$ cat src/rtl/pipe_hazard_ctrl.sv
// pipe_hazard_ctrl: pipeline sequencer for the five-stage ARM core.
// Every cycle it decides whether each stage register advances, holds or
// takes a bubble. It handles multi-cycle memory accesses, ID-stage data
// hazards and taken branches resolved in EXE. It also keeps saturating
// stall/flush event counters.
module pipe_hazard_ctrl #(
    parameter int MEM_LAT = 4,
    parameter int CNT_W   = 16
) (
    input  logic             clk_i,
    input  logic             rst_i,
    input  logic             fwd_en_i,
    input  logic [3:0]       id_src1_i,
    input  logic [3:0]       id_src2_i,
    input  logic             id_use_src1_i,
    input  logic             id_two_src_i,
    input  logic [3:0]       exe_dest_i,
    input  logic             exe_wb_en_i,
    input  logic             exe_mem_r_en_i,
    input  logic             exe_b_i,
    input  logic [3:0]       mem_dest_i,
    input  logic             mem_wb_en_i,
    input  logic             mem_req_i,
    input  logic             clr_cnt_i,
    output logic             pc_freeze_o,
    output logic             if_id_freeze_o,
    output logic             id_exe_freeze_o,
    output logic             exe_mem_freeze_o,
    output logic             if_id_flush_o,
    output logic             id_exe_flush_o,
    output logic             mem_wb_bubble_o,
    output logic             mem_ack_o,
    output logic [CNT_W-1:0] stall_cnt_o,
    output logic [CNT_W-1:0] flush_cnt_o
);

    typedef enum logic [1:0] {
        MEM_RUN,
        MEM_WAIT,
        MEM_DONE
    } mem_state_e;

    // An access that completes in one cycle never needs the FSM to leave RUN.
    localparam bit         SINGLE_CYCLE = (MEM_LAT == 1);
    localparam bit         TWO_CYCLE    = (MEM_LAT == 2);
    localparam logic [3:0] WAIT_INIT    = (MEM_LAT >= 3) ? 4'(MEM_LAT - 3) : 4'd0;

    localparam logic [CNT_W-1:0] CNT_ONE = {{(CNT_W-1){1'b0}}, 1'b1};

    mem_state_e       state_q, state_d;
    logic [3:0]       cnt_q, cnt_d;
    logic [CNT_W-1:0] stall_cnt_q, stall_cnt_d;
    logic [CNT_W-1:0] flush_cnt_q, flush_cnt_d;

    logic mem_busy;
    logic exe_match;
    logic mem_match;
    logic hazard;
    logic branch;

    // Memory FSM and wait counter registers; reset abandons any access in flight.
    always_ff @(posedge clk_i) begin
        if (rst_i) begin
            state_q <= MEM_RUN;
            cnt_q   <= 4'd0;
        end else begin
            state_q <= state_d;
            cnt_q   <= cnt_d;
        end
    end

    // Memory FSM next state: RUN starts an access, WAIT counts down, DONE acknowledges.
    always_comb begin
        state_d = state_q;
        cnt_d   = cnt_q;
        case (state_q)
            MEM_RUN: begin
                if (mem_req_i && !SINGLE_CYCLE) begin
                    if (TWO_CYCLE) begin
                        state_d = MEM_DONE;
                    end else begin
                        state_d = MEM_WAIT;
                        cnt_d   = WAIT_INIT;
                    end
                end
            end
            MEM_WAIT: begin
                if (cnt_q == 4'd0) begin
                    state_d = MEM_DONE;
                end else begin
                    cnt_d = cnt_q - 4'd1;
                end
            end
            MEM_DONE: begin
                state_d = MEM_RUN;
            end
            default: begin
                state_d = MEM_RUN;
                cnt_d   = 4'd0;
            end
        endcase
    end

    // Hazard/branch detection and the stage-register control outputs.
    always_comb begin
        mem_busy = ((state_q == MEM_RUN) && mem_req_i && !SINGLE_CYCLE)
                   || (state_q == MEM_WAIT);

        exe_match = (id_use_src1_i && (exe_dest_i == id_src1_i))
                    || (id_two_src_i && (exe_dest_i == id_src2_i));
        mem_match = (id_use_src1_i && (mem_dest_i == id_src1_i))
                    || (id_two_src_i && (mem_dest_i == id_src2_i));

        hazard = !mem_busy
                 && ((exe_wb_en_i && exe_match && (!fwd_en_i || exe_mem_r_en_i))
                     || (!fwd_en_i && mem_wb_en_i && mem_match));
        branch = !mem_busy && exe_b_i;

        pc_freeze_o      = mem_busy || (hazard && !branch);
        if_id_freeze_o   = mem_busy || (hazard && !branch);
        id_exe_freeze_o  = mem_busy;
        exe_mem_freeze_o = mem_busy;
        mem_wb_bubble_o  = mem_busy;
        if_id_flush_o    = branch;
        id_exe_flush_o   = branch || hazard;
        mem_ack_o        = ((state_q == MEM_RUN) && mem_req_i && SINGLE_CYCLE)
                           || (state_q == MEM_DONE);

        if (rst_i) begin
            pc_freeze_o      = 1'b0;
            if_id_freeze_o   = 1'b0;
            id_exe_freeze_o  = 1'b0;
            exe_mem_freeze_o = 1'b0;
            mem_wb_bubble_o  = 1'b0;
            mem_ack_o        = 1'b0;
            if_id_flush_o    = 1'b1;
            id_exe_flush_o   = 1'b1;
        end
    end

    // Counter next values: clear wins over increment, and both stick at all-ones.
    always_comb begin
        stall_cnt_d = stall_cnt_q;
        flush_cnt_d = flush_cnt_q;
        if (clr_cnt_i) begin
            stall_cnt_d = '0;
            flush_cnt_d = '0;
        end else begin
            if (pc_freeze_o && (stall_cnt_q != '1)) begin
                stall_cnt_d = stall_cnt_q + CNT_ONE;
            end
            if (if_id_flush_o && (flush_cnt_q != '1)) begin
                flush_cnt_d = flush_cnt_q + CNT_ONE;
            end
        end
    end

    // Performance counter registers.
    always_ff @(posedge clk_i) begin
        if (rst_i) begin
            stall_cnt_q <= '0;
            flush_cnt_q <= '0;
        end else begin
            stall_cnt_q <= stall_cnt_d;
            flush_cnt_q <= flush_cnt_d;
        end
    end

    assign stall_cnt_o = stall_cnt_q;
    assign flush_cnt_o = flush_cnt_q;

endmodule
$ cat config.mk
export PLATFORM = sky130hd
export DESIGN_NAME = pipe_hazard_ctrl
export DESIGN_NICKNAME = d
export VERILOG_FILES = /design/src/rtl/pipe_hazard_ctrl.sv
export SDC_FILE = /design/constraint.sdc
export NUM_CORES = 1
export LEC_CHECK = 0
export BUFFER_PORTS_ARGS = -buffer_cell sky130_fd_sc_hd__buf_4
export CAP_MARGIN = 15
export CORE_MARGIN = 3
export CORE_UTILIZATION = 30
export CTS_CLUSTER_DIAMETER = 150
export DETAILED_ROUTE_END_ITERATION = 12
export PLACE_DENSITY = 0.6
export SLEW_MARGIN = 10
export SYNTH_ARGS = -nofsm -noshare
export SYNTH_HDL_FRONTEND = slang
export SYNTH_SLANG_ARGS = --single-unit
$ cat constraint.sdc
create_clock -name clk_i -period 2.4 [get_ports clk_i]
set_input_delay 0 -clock clk_i [delete_from_list [all_inputs] [get_ports clk_i]]
set_output_delay 0 -clock clk_i [all_outputs]
set_load 0.05 [all_outputs]
# == Yosys cells after proc, flatten, opt, wreduce, memory -nomap -nowiden ==
# Index checks and enable logic that the tools add are counted.
# op_classes
reduce_logical,29
n_bitwise,1
n_addsub,3
n_eq_ne,11
muxes,11
# ops
op,n
$add A16 B1 Y16 const B,2
$ne A16 B16 Y1 const B,2
$eq A4 B4 Y1,4
$logic_and A1 B1 Y1,14
$pmux W4 S3,1
$mux W4,2
$logic_or A1 B1 Y1,7
$ne A2 B2 Y1 const B,3
$mux W1,5
$logic_not A4 Y1,1
$mux W2,2
$pmux W2 S2,1
$sub A4 B1 Y4 const B,1
$logic_not A1 Y1,3
$reduce_and A3 Y1,1
$eq A2 B1 Y1 const B,1
$eq A2 B2 Y1 const B,1
$logic_not A2 Y1,1
$reduce_and A2 Y1,1
$reduce_or A2 Y1,1
$not A1 Y1,1
# totals
register_bits,38

# == Depth between registers and ports, before layout ==
# Gate-level depths: netlist of the first run.
# depth
ltp_word,11
mapped_depth,9
mapped_depth_nobuf,8

# == Worst setup path before layout of the first run ==
# Ideal clock, no wire load.
# synth_timing
kind,register to output
from,register state_q[0]
to,output pc_freeze_o
path_stages_with_launch,8
n_path_buf,3
required_ps,2400
path_slack_ps,94
t_arrival_ps,2306
cell_sequence,dfxtp_1 buf_2 o21bai_4 a21oi_2 buf_4 inv_1 nor2_1 buf_4
# synth_via
elab_chain_len,9
# synth_lines
item,line,rtl
start: declaration,50,"mem_state_e state_q, state_d;"
start signal: assignment,67,state_q <= state_d;
$logic_not A2 Y1,106,mem_busy = ((state_q == MEM_RUN) && mem_req_i && !SINGLE_CYCLE)
$logic_and A1 B1 Y1,--,
$logic_or A1 B1 Y1 (*),107,|| (state_q == MEM_WAIT);
$logic_not A1 Y1,"114, 117",
$logic_and A1 B1 Y1,117,branch = !mem_busy && exe_b_i;
$logic_not A1 Y1,--,
$logic_and A1 B1 Y1,--,
$logic_or A1 B1 Y1 (*),--,
$mux W1 (*),--,
end: declaration,25,"output logic pc_freeze_o,"
# Every way passes the cells marked *; elsewhere a longest branch is shown, timed or not.

# == Worst setup path after layout of the first run ==
# layout_timing
from,register state_q[1]
to,register flush_cnt_q[15] (netlist: flush_cnt_o[15])
# layout_via
elab_chain_len,7
# layout_lines
item,line,rtl
$logic_not A2 Y1,106,
$logic_and A1 B1 Y1,--,
$logic_or A1 B1 Y1 (*),107,
$logic_not A1 Y1 (*),117,
$logic_and A1 B1 Y1 (*),117,
$mux W1 (*),129,if (rst_i) begin
$logic_and A1 B1 Y1 (*),152,if (if_id_flush_o && (flush_cnt_q != '1)) begin
end signal: assignment,165,flush_cnt_q <= flush_cnt_d;
end: declaration,53,"logic [CNT_W-1:0] flush_cnt_q, flush_cnt_d;"
# Marks and branches as above.
# A chain may end at the register's enable or synchronous reset.

==> flow_metrics.env, run 1 <==
export IMPL_hold_ws_ns=0.00477
export IMPL_clock_skew_ns=0.00847
export IMPL_syn_nets=294
export IMPL_avgRoutedWirePerCell_um=13.1
export IMPL_synth_edff_count=0
export IMPL_cts_setup_buffers=0
export IMPL_setup_violations_final=0
export IMPL_power_leakage_nw=1.18
export IMPL_synthArstFlopShare=0
export IMPL_postRouteWirelength_mm=5.57
export IMPL_ir_worst_vdd_uv=175
export IMPL_grt_remaining_overflow=0
export IMPL_synth_main_ff_cell="dfxtp_1"
export IMPL_drtPass1Iterations=4
export IMPL_ant_nets=0
export IMPL_synth_top_family_by_area="simple AND/OR/NAND/NOR gates"
export IMPL_min_path_type="in -> reg"
export IMPL_tns_ns=0
export IMPL_drive_gt1_frac=0.262
export IMPL_diodes=0
export IMPL_avgSynthCellArea_um2=8.25
export IMPL_netlist_top_cells_area="dfxtp_1 (35%), xor2_1 (8.5%), nor2_1 (4.8%), nand2_1 (4.1%), nand3_1 (3.9%)"
export IMPL_slowest_stage="dfxtp_1"
export IMPL_vias=2128
export IMPL_viasPerCell=5.02
export IMPL_critPathBufInv=1
export IMPL_path_class="reg -> reg"
export IMPL_globalplace_congestion=0.810
export IMPL_rsz0062_at_grt="no"
export IMPL_synth_compound_area_share=0.124
export IMPL_grt_max_degree=29
export IMPL_yosysTopAreaCell="dfxtp_1"
export IMPL_die_w_um=91.1
export IMPL_htreeDepth=2
export IMPL_max_freq_ghz=0.490
export IMPL_die_y_um=91.1
export IMPL_hpwlAfterDp_mm=4.23
export IMPL_yosysTopAreaCellShare=0.350
export IMPL_start_util=0.314
export IMPL_power_density_nw_per_um2=546
export IMPL_core_area_um2=6910
export IMPL_drv_slew=0
export IMPL_floorplan_rows=30
export IMPL_slew_headroom=0.524
export IMPL_drt_iter0_drc=101
export IMPL_clock_path_buffers=2
export IMPL_synth_simple_area_share=0.328
export IMPL_grt_pass1_vias=1979
export IMPL_status="complete, no violations"
export IMPL_clkSinkCount=38
export IMPL_synth_seq_area_share=0.350
export IMPL_cp_top_family="compound AO/OA/AOI/OAI gates"
export IMPL_cts_buffers=5
export IMPL_max_stage_delay_ns=0.45
export IMPL_startpoint_type="flip-flop"
export IMPL_portBuffers=66
export IMPL_synth_seq_cells=38
export IMPL_synth_cell_types=43
export IMPL_io_pins=67
export IMPL_syn_inst=263
export IMPL_clock_root_buffer="clkbuf_8"
export IMPL_path_cells="o21bai_4, a21oi_2, buf_4, a31oi_4, nand4_2, or3_1, a21oi_1"
export IMPL_fin_crit_sh=0.850
export IMPL_tightestPinTransition_ns=0.711
export IMPL_worst_ep_arrival_time_ns=2.26
export IMPL_synthAdderAreaFrac=0.0231
export IMPL_synth_xor_xnor_area_share=0.117
export IMPL_clk_pin_slew_ns=0.07
export IMPL_worstPathRequired_ns=2.62
export IMPL_cts_tree="built"
export IMPL_fin_nets=358
export IMPL_grt_pass1_wl_mm=9.21
export IMPL_yosysWarnings=0
export IMPL_synth_area_mux_share=0.0184
export IMPL_period_minus_slack_ns=2.04
export IMPL_syn_to_final_growth_pct=31.4
export IMPL_end_kind="flip-flop"
export IMPL_hold_viol=0
export IMPL_grt_use_total=0.132
export IMPL_clkLatencyLatePin_ns=0.29
export IMPL_syn_cell_area_um2=2170
export IMPL_antenna_found_initial=0
export IMPL_drc=0
export IMPL_fp_dieArea_um2=8290
export IMPL_crit_path_max_fanout=8
export IMPL_cap_violations=0
## metal layers
layer	track usage	wire, µm	vias up	share of wire
li1	-	-	1084	-
met1	0.166	2580	967	0.46
met2	0.222	2590	73	0.46
met3	0.0282	354	4	0.064
met4	0.0477	44	0	0.0079
met5	0	0	-	0
## cell usage after synthesis, types with 2 or more instances
cell type,count
a21oi_1,13
a31oi_1,4
a41o_1,2
and3_1,12
and4_1,2
buf_2,2
buf_4,4
clkbuf_1,4
dfxtp_1,38
ha_1,4
inv_1,4
mux2i_1,4
nand2_1,24
nand3_1,17
nand4_1,11
nor2_1,28
nor2b_1,3
nor3_1,5
nor3b_1,2
nor4_1,6
o211ai_1,3
o21ai_0,8
o31ai_1,3
or3_1,9
or4_1,6
xnor2_1,8
xor2_1,21
## flip-flops by register name (all words and copies together) (netlist names)
name / flops
flush_cnt_o: 16
cnt_q: 4
stall_cnt_o: 16
state_q: 2
## kinds of logic after synthesis
group | count (synthesis)
adder cells (fa/ha/maj) | 4
XOR/XNOR | 29
buffers and inverters | 16
AND/OR/NAND/NOR | 133
flip-flops | 38
multiplexers | 4
AO/OA/AOI/OAI | 39
## worst min-delay path: stages
cell and delay [ns]:
buf_4 0.10, or3_1 0.09, mux2i_1 0.05
## path summary, 6_finish.rpt
path,start,endpoint,slack (ns),cells past startpoint
hold / removal,clr_cnt_i,stall_cnt_o[10]$_SDFFE_PP0P_,0.005,3
setup / recovery,state_q[1]$_SDFFE_PP0P_,flush_cnt_o[15]$_SDFFE_PP0P_,0.36,7
hold reg to reg,cnt_q[1]$_SDFFE_PP0P_,cnt_q[1]$_SDFFE_PP0P_,0.48,2
setup reg to reg,state_q[1]$_SDFFE_PP0P_,flush_cnt_o[15]$_SDFFE_PP0P_,0.36,7
## per-stage QoR
stage / utilization / setup slack [ns] / instances / cell area (µm²) / power, mW
floorplan: - / 0.0945 / 263 / 2170 / 0.963
global route: 0.413 / 0.185 / 424 / 2850 / 1.64
detailed placement: 0.395 / 0.379 / 415 / 2730 / 1.06
CTS: 0.413 / 0.367 / 424 / 2850 / 1.58
global placement: 0.395 / 0.428 / 415 / 2730 / 1.06
finish: 0.413 / 0.359 / 424 / 2850 / 1.56
## what timing repair did
item / in CTS / in global routing
hold buffers: 1 / 0
gates resized for setup: 0 / 0
hold endpoints to repair: 4 / 0
## where the power goes
part           total [mW]  internal (mW)  switching, mW
Clock               0.515          0.290          0.224
Sequential          0.683          0.654         0.0291
Combinational       0.360          0.142          0.218
## area by class of cell
class                      instances  area (µm²)
sequential                        38         761
timing repair buffer              69         520
fill                             737        4060
clock buffer                       8         110
multi-input combinational        209        1330
tap                               96         120
inverter                           4        15.0
## cell usage in the layout, fill, tap and decap left out, types with 9 or more instances in the layout
cell and n:
and3_1 12, buf_4 68, dfxtp_1 38, nor2_1 28, xor2_1 21, nand3_1 17
nand2_1 24, or3_1 9, nand4_1 11, a21oi_1 13
Note: power is estimated with default switching activity, not from simulation.
==> inputs of run 2 (changes only) <==
--- a/config.mk
+++ b/config.mk
@@ -11,7 +11,7 @@
 export CORE_UTILIZATION = 30
 export CTS_CLUSTER_DIAMETER = 150
 export DETAILED_ROUTE_END_ITERATION = 12
-export PLACE_DENSITY = 0.6
+export PLACE_DENSITY = 0.61
 export SLEW_MARGIN = 10
 export SYNTH_ARGS = -nofsm -noshare
 export SYNTH_HDL_FRONTEND = slang
==> constraint.sdc (replaced) <==
create_clock -name clk_i -period 1.65 [get_ports clk_i]
set_input_delay 0 -clock clk_i [delete_from_list [all_inputs] [get_ports clk_i]]
set_output_delay 0 -clock clk_i [all_outputs]
set_load 0.05 [all_outputs]
==> run 2 against run 1 <==
The flow now finishes with violations (hold timing, setup timing). Via count up 11%. Final cell count up 14%. Combinational power up 130%. Sequential share of layout area down 3.8 points. Clock-buffer cell count down 2. Global-route usage up 1.7 points.
==> flow_metrics.env, run 2 (synthesis gave the netlist of run 1 again) <==
export IMPL_grt_max_degree=18
export IMPL_final_util=0.537
export IMPL_setup_violations_final=1
export IMPL_status="complete, but fails checks"
export IMPL_vias=2369
export IMPL_clock_root_buffer="clkbuf_8"
export IMPL_ant_nets=0
export IMPL_failed_checks="hold timing, setup timing"
export IMPL_final_common_cell="buf_4"
export IMPL_clock_skew_ns=0.00906
export IMPL_max_freq_ghz=0.604
export IMPL_period_minus_slack_ns=1.65
export IMPL_worstPathRequired_ns=1.85
export IMPL_path_class="reg -> reg"
export IMPL_clock_path_buffers=2
export IMPL_die_w_um=91.1
export IMPL_cap_violations=0
export IMPL_antenna_found_initial=0
export IMPL_worst_ep_arrival_time_ns=1.86
export IMPL_viasPerCell=4.88
export IMPL_end_kind="flip-flop"
export IMPL_power_leakage_nw=1.56
export IMPL_pwr_share_seq=0.355
export IMPL_clk_pin_slew_ns=0.09
export IMPL_tightestPinTransition_ns=0.401
export IMPL_startpoint_type="flip-flop"
export IMPL_grt_pass1_wl_mm=10.2
export IMPL_slew_headroom=0.731
export IMPL_design_power_total_mw=2.69
export IMPL_fin_ws_ns=-0.00480
export IMPL_io_pins=67
export IMPL_grt_use_total=0.149
export IMPL_postRouteWirelength_mm=6.48
export IMPL_ir_worst_vdd_uv=308
export IMPL_clkLatencyLatePin_ns=0.30
export IMPL_swShare=0.306
export IMPL_clkSinkCount=38
export IMPL_diodes=0
export IMPL_netSwitchingPower_mw=0.823
export IMPL_start_util=0.314
export IMPL_grt_pass1_vias=2175
export IMPL_syn_to_final_growth_pct=70.8
export IMPL_power_internal_mw=1.87
export IMPL_globalplace_congestion=0.821
export IMPL_final_cell_mix="buf_4 (119), nor2_1 (24), nand2_1 (22), xor2_1 (21), dfxtp_4 (21)"
export IMPL_floorplan_rows=30
export IMPL_fp_dieArea_um2=8290
export IMPL_htreeDepth=2
export IMPL_power_density_nw_per_um2=726
export IMPL_hold_viol=1
export IMPL_die_y_um=91.1
export IMPL_fin_crit_sh=1.00
export IMPL_p_comb_frac=0.306
export IMPL_rsz0062_at_grt="yes"
export IMPL_drc=0
export IMPL_portBuffers=66
export IMPL_drtPass1Iterations=4
export IMPL_min_path_type="in -> reg"
export IMPL_drv_slew=0
export IMPL_nFillCells=657
export IMPL_cts_tree="built"
export IMPL_multiInputGateArea_um2=1580
export IMPL_hpwlAfterDp_mm=4.72
export IMPL_hold_ws_ns=-0.00150
export IMPL_drive_gt1_frac=0.548
export IMPL_clock_power_share=0.339
export IMPL_crit_path_max_fanout=3
export IMPL_regArea_um2=850
export IMPL_fin_nets=419
export IMPL_core_area_um2=6910
export IMPL_grt_remaining_overflow=0
export IMPL_avgRoutedWirePerCell_um=13.4
export IMPL_cts_buffers=5
export IMPL_drt_iter0_drc=66
run 2: worst paths after layout:
check                                                   from                           end  slack (ns)  cells past startpoint
worst max register to register   stall_cnt_o[8]$_SDFFE_PP0P_  stall_cnt_o[15]$_SDFFE_PP0P_      -0.005                      8
worst max-delay path             stall_cnt_o[8]$_SDFFE_PP0P_  stall_cnt_o[15]$_SDFFE_PP0P_      -0.005                      8
worst min register to register  flush_cnt_o[15]$_SDFFE_PP0P_  flush_cnt_o[15]$_SDFFE_PP0P_        0.53                      2
worst min-delay path                               clr_cnt_i   stall_cnt_o[8]$_SDFFE_PP0P_      -0.002                      3
run 2: final cells by class:
type	count	share of cell area
Multi-Input combinational cell	210	0.425
Clock inverter	2	0.0105
Clock buffer	6	0.0253
Timing Repair Buffer	129	0.273
Tap cell	96	0.0324
Inverter	4	0.00506
Sequential cell	38	0.229
run 2: timing repair:
item                                    in CTS  in global routing
cloned                                       0                  1
gates resized for setup                     11                 31
hold endpoints to repair                     4                  0
setup buffers                                3                 14
endpoints found under the setup margin      13                 29
hold buffers                                 1                  0
pin swaps                                    4                 16
run 2: routing by layer:
metal	up-vias	wire, µm	track usage
li1	1215	-	-
met1	1107	2940	0.190
met2	42	3210	0.255
met3	5	261	0.0307
met4	0	69	0.0389
met5	-	0	0
run 2: critical path, stage by stage (launching register included):
cell     delay [ns]
dfxtp_4        0.35
nand4_1        0.13
nor2_2         0.19
nand2_2        0.10
buf_6          0.12
nor3_4         0.24
buf_4          0.17
nor4_4         0.05
a31o_2         0.22
run 2: per-stage QoR:
| stage | instances | setup slack (ns) | setup TNS (ns) | instance area [µm²] |
|---|---|---|---|---|
| 5_1_grt | 485 | -0.0822 | -0.497 | 3710 |
| 3_3_place_gp | 458 | -0.0558 | -0.113 | 3260 |
| 2_1_floorplan | 263 | -0.190 | -1.48 | 2380 |
| 4_1_cts | 470 | -0.0290 | -0.0290 | 3470 |
| 3_5_place_dp | 458 | -0.0896 | -0.371 | 3260 |
| 6_report | 485 | -0.00480 | -0.00480 | 3710 |
run 2: power by group through the flow:
stage | clock network (mW) | logic (mW) | registers [mW]
after floorplan | 0 | 0.418 | 0.987
after global placement | 0 | 0.664 | 0.968
after detailed placement | 0 | 0.670 | 0.970
after CTS | 0.922 | 0.722 | 0.952
after global routing | 0.958 | 0.889 | 0.963
final | 0.912 | 0.823 | 0.957
==> inputs of run 3 (changes only) <==
--- a/config.mk
+++ b/config.mk
@@ -7,11 +7,12 @@
 export LEC_CHECK = 0
 export BUFFER_PORTS_ARGS = -buffer_cell sky130_fd_sc_hd__buf_4
 export CAP_MARGIN = 15
-export CORE_MARGIN = 3
+export CORE_MARGIN = 1
 export CORE_UTILIZATION = 30
-export CTS_CLUSTER_DIAMETER = 150
+export CTS_CLUSTER_DIAMETER = 80
 export DETAILED_ROUTE_END_ITERATION = 12
 export PLACE_DENSITY = 0.61
+export SETUP_SLACK_MARGIN = 0.2
 export SLEW_MARGIN = 10
 export SYNTH_ARGS = -nofsm -noshare
 export SYNTH_HDL_FRONTEND = slang
==> run 3 against run 2 <==
The flow finishes with violations (setup timing). Flip-flop and latch count is the same. Critical path depth is the same. Die area shrank 8.6%. Sequential share of layout area shrank 0.74 points. First-iteration DRC count grew 86%. Clock skew shrank 0.0038 ns. Final cell count is the same. Via count grew 2.0%. Register-to-register slack lost 0.05 ns. Maximum frequency shrank 3.1%. Utilization grew 2.0 points. Clock power shrank 2%. Largest power group unchanged.
==> flow_metrics.env, run 3 (synthesis gave the netlist of run 1 again) <==
export IMPL_grt_met1_usage=0.232
export IMPL_status="complete, but fails checks"
export IMPL_grt_pass1_wl_mm=10.4
export IMPL_htreeDepth=2
export IMPL_drtPass1Iterations=5
export IMPL_fp_dieArea_um2=7580
export IMPL_power_leakage_nw=1.59
export IMPL_worstPathRequired_ns=1.83
export IMPL_clkLatencyLatePin_ns=0.29
export IMPL_path_class="reg -> reg"
export IMPL_drt_iter0_drc=123
export IMPL_cap_violations=0
export IMPL_final_cell_mix="buf_4 (108), nor2_1 (23), xor2_1 (21), dfxtp_4 (21), nand2_1 (20)"
export IMPL_grt_max_degree=20
export IMPL_r2r_cells=8
export IMPL_hpwlAfterDp_mm=4.56
export IMPL_start_util=0.314
export IMPL_grt_use_total=0.175
export IMPL_io_pins=67
export IMPL_global_route_usage_met2=0.285
export IMPL_grtUsageMet3=0.0370
export IMPL_postRouteWirelength_mm=6.71
export IMPL_die_y_um=87.1
export IMPL_drive_gt1_frac=0.581
export IMPL_hold_viol=0
export IMPL_r2r_slack_ns=-0.06
export IMPL_min_path_type="in -> reg"
export IMPL_final_util=0.557
export IMPL_avgRoutedWirePerCell_um=13.8
export IMPL_fin_nets=419
export IMPL_fin_area_um2=3850
export IMPL_period_minus_slack_ns=1.71
export IMPL_die_w_um=87.1
export IMPL_design_power_total_mw=2.77
export IMPL_drv_slew=0
export IMPL_fin_ws_ns=-0.0575
export IMPL_clk_pin_slew_ns=0.08
export IMPL_crit_path_max_fanout=4
export IMPL_setup_violations_final=8
export IMPL_grt_busiest_layer="met2"
export IMPL_hold_start="mem_req_i"
export IMPL_clock_path_buffers=2
export IMPL_ir_worst_vdd_uv=333
export IMPL_cts_tree="built"
export IMPL_core_area_um2=6910
export IMPL_final_common_cell="buf_4"
export IMPL_clkSinkCount=38
export IMPL_cts_buffers=5
export IMPL_power_density_nw_per_um2=721
export IMPL_hold_depth=4
export IMPL_viasPerCell=4.98
export IMPL_antenna_found_initial=0
export IMPL_globalplace_congestion=0.775
export IMPL_grt_pass1_vias=2236
export IMPL_fin_crit_sh=1.03
export IMPL_dpl_cell_area_um2=3250
export IMPL_rsz0062_at_grt="yes"
export IMPL_reg2reg_from="stall_cnt_o[9]$_SDFFE_PP0P_"
export IMPL_floorplan_rows=30
export IMPL_max_freq_ghz=0.586
export IMPL_ant_nets=0
export IMPL_max_stage_delay_ns=0.45
export IMPL_tightestPinTransition_ns=0.497
export IMPL_diodes=0
export IMPL_r2r_end="stall_cnt_o[7]$_SDFFE_PP0P_"
export IMPL_worst_ep_arrival_time_ns=1.89
export IMPL_startpoint_type="flip-flop"
export IMPL_failed_checks="setup timing"
export IMPL_syn_to_final_growth_pct=77.3
export IMPL_clock_root_buffer="clkbuf_8"
export IMPL_min_to="cnt_q[2]$_SDFFE_PP0P_"
export IMPL_drc=0
export IMPL_grt_remaining_overflow=0
export IMPL_portBuffers=66
export IMPL_clock_skew_ns=0.00525
export IMPL_path_cells="nand4_1, nor2_2, nand2_2, or3_4, buf_6, nand3_2, or4_1, nand2_1"
export IMPL_vias=2416
export IMPL_slowest_stage="or3_4"
export IMPL_end_kind="flip-flop"
export IMPL_slew_headroom=0.667
==> run 3: how the worst max path moves through the flow <==
stage                                 from                           end  slack, ns  depth (start not counted)
3_5_place_dp         cnt_q[1]$_SDFFE_PP0P_         cnt_q[1]$_SDFFE_PP0P_      -0.07                          7
5_1_grt        stall_cnt_o[9]$_SDFFE_PP0P_   stall_cnt_o[4]$_SDFFE_PP0P_      -0.13                          8
3_3_place_gp         cnt_q[1]$_SDFFE_PP0P_         cnt_q[1]$_SDFFE_PP0P_      -0.06                          7
4_1_cts        flush_cnt_o[4]$_SDFFE_PP0P_  flush_cnt_o[15]$_SDFFE_PP0P_      0.009                          6
2_1_floorplan      state_q[1]$_SDFFE_PP0P_  stall_cnt_o[15]$_SDFFE_PP0P_      -0.19                          7
6_report       stall_cnt_o[9]$_SDFFE_PP0P_   stall_cnt_o[7]$_SDFFE_PP0P_      -0.06                          8
==> run 3: final cells by class <==
| type | count | area, µm² |
|---|---|---|
| sequential | 38 | 853 |
| tap | 96 | 120 |
| inverter | 4 | 18.8 |
| clock buffer | 6 | 93.8 |
| clock inverter | 2 | 38.8 |
| fill | 658 | 3060 |
| timing repair buffer | 128 | 1050 |
| multi-input combinational | 211 | 1670 |
==> run 3: power by group <==
| group | leakage [nW] | internal (mW) | switching, mW | total, mW |
|---|---|---|---|---|
| Clock | 0.0665 | 0.545 | 0.352 | 0.897 |
| Sequential | 0.329 | 0.922 | 0.0380 | 0.960 |
| Combinational | 1.20 | 0.459 | 0.458 | 0.917 |
| Total | 1.59 | 1.93 | 0.848 | 2.77 |
==> run 3: worst max-delay path: cells and delay by family (launching register included) <==
family	cells	cell delay (ns)
flops	1	0.34
buf+inv	1	0.15
simple gates	7	1.10
==> run 3: routing by layer <==
| metal | up-vias | routed length (µm) |
|---|---|---|
| li1 | 1204 | - |
| met1 | 1123 | 3130 |
| met2 | 80 | 3150 |
| met3 | 9 | 357 |
| met4 | 0 | 81 |
| met5 | - | 0 |
==> run 3: stage by stage <==
step | setup slack (ns) | TNS, ns | hold WS [ns] | std cells
3_3_place_gp | -0.0627 | -0.0627 | 0.281 | 454
5_1_grt | -0.131 | -1.45 | 0.0267 | 485
2_1_floorplan | -0.189 | -1.79 | 0.169 | 263
4_1_cts | 0.00904 | 0 | 0.0274 | 479
6_report | -0.0575 | -0.296 | 0.0215 | 485
3_5_place_dp | -0.0683 | -0.169 | 0.285 | 454
==> run 3: repair_timing <==
| item | CTS | global route |
|---|---|---|
| gates cloned | 2 | 0 |
| endpoints found under the setup margin | 37 | 39 |
| setup buffers | 13 | 6 |
| hold buffers | 2 | 0 |
| gates resized for setup | 27 | 37 |
| pin swaps | 18 | 44 |
| hold endpoints to repair | 6 | 0 |
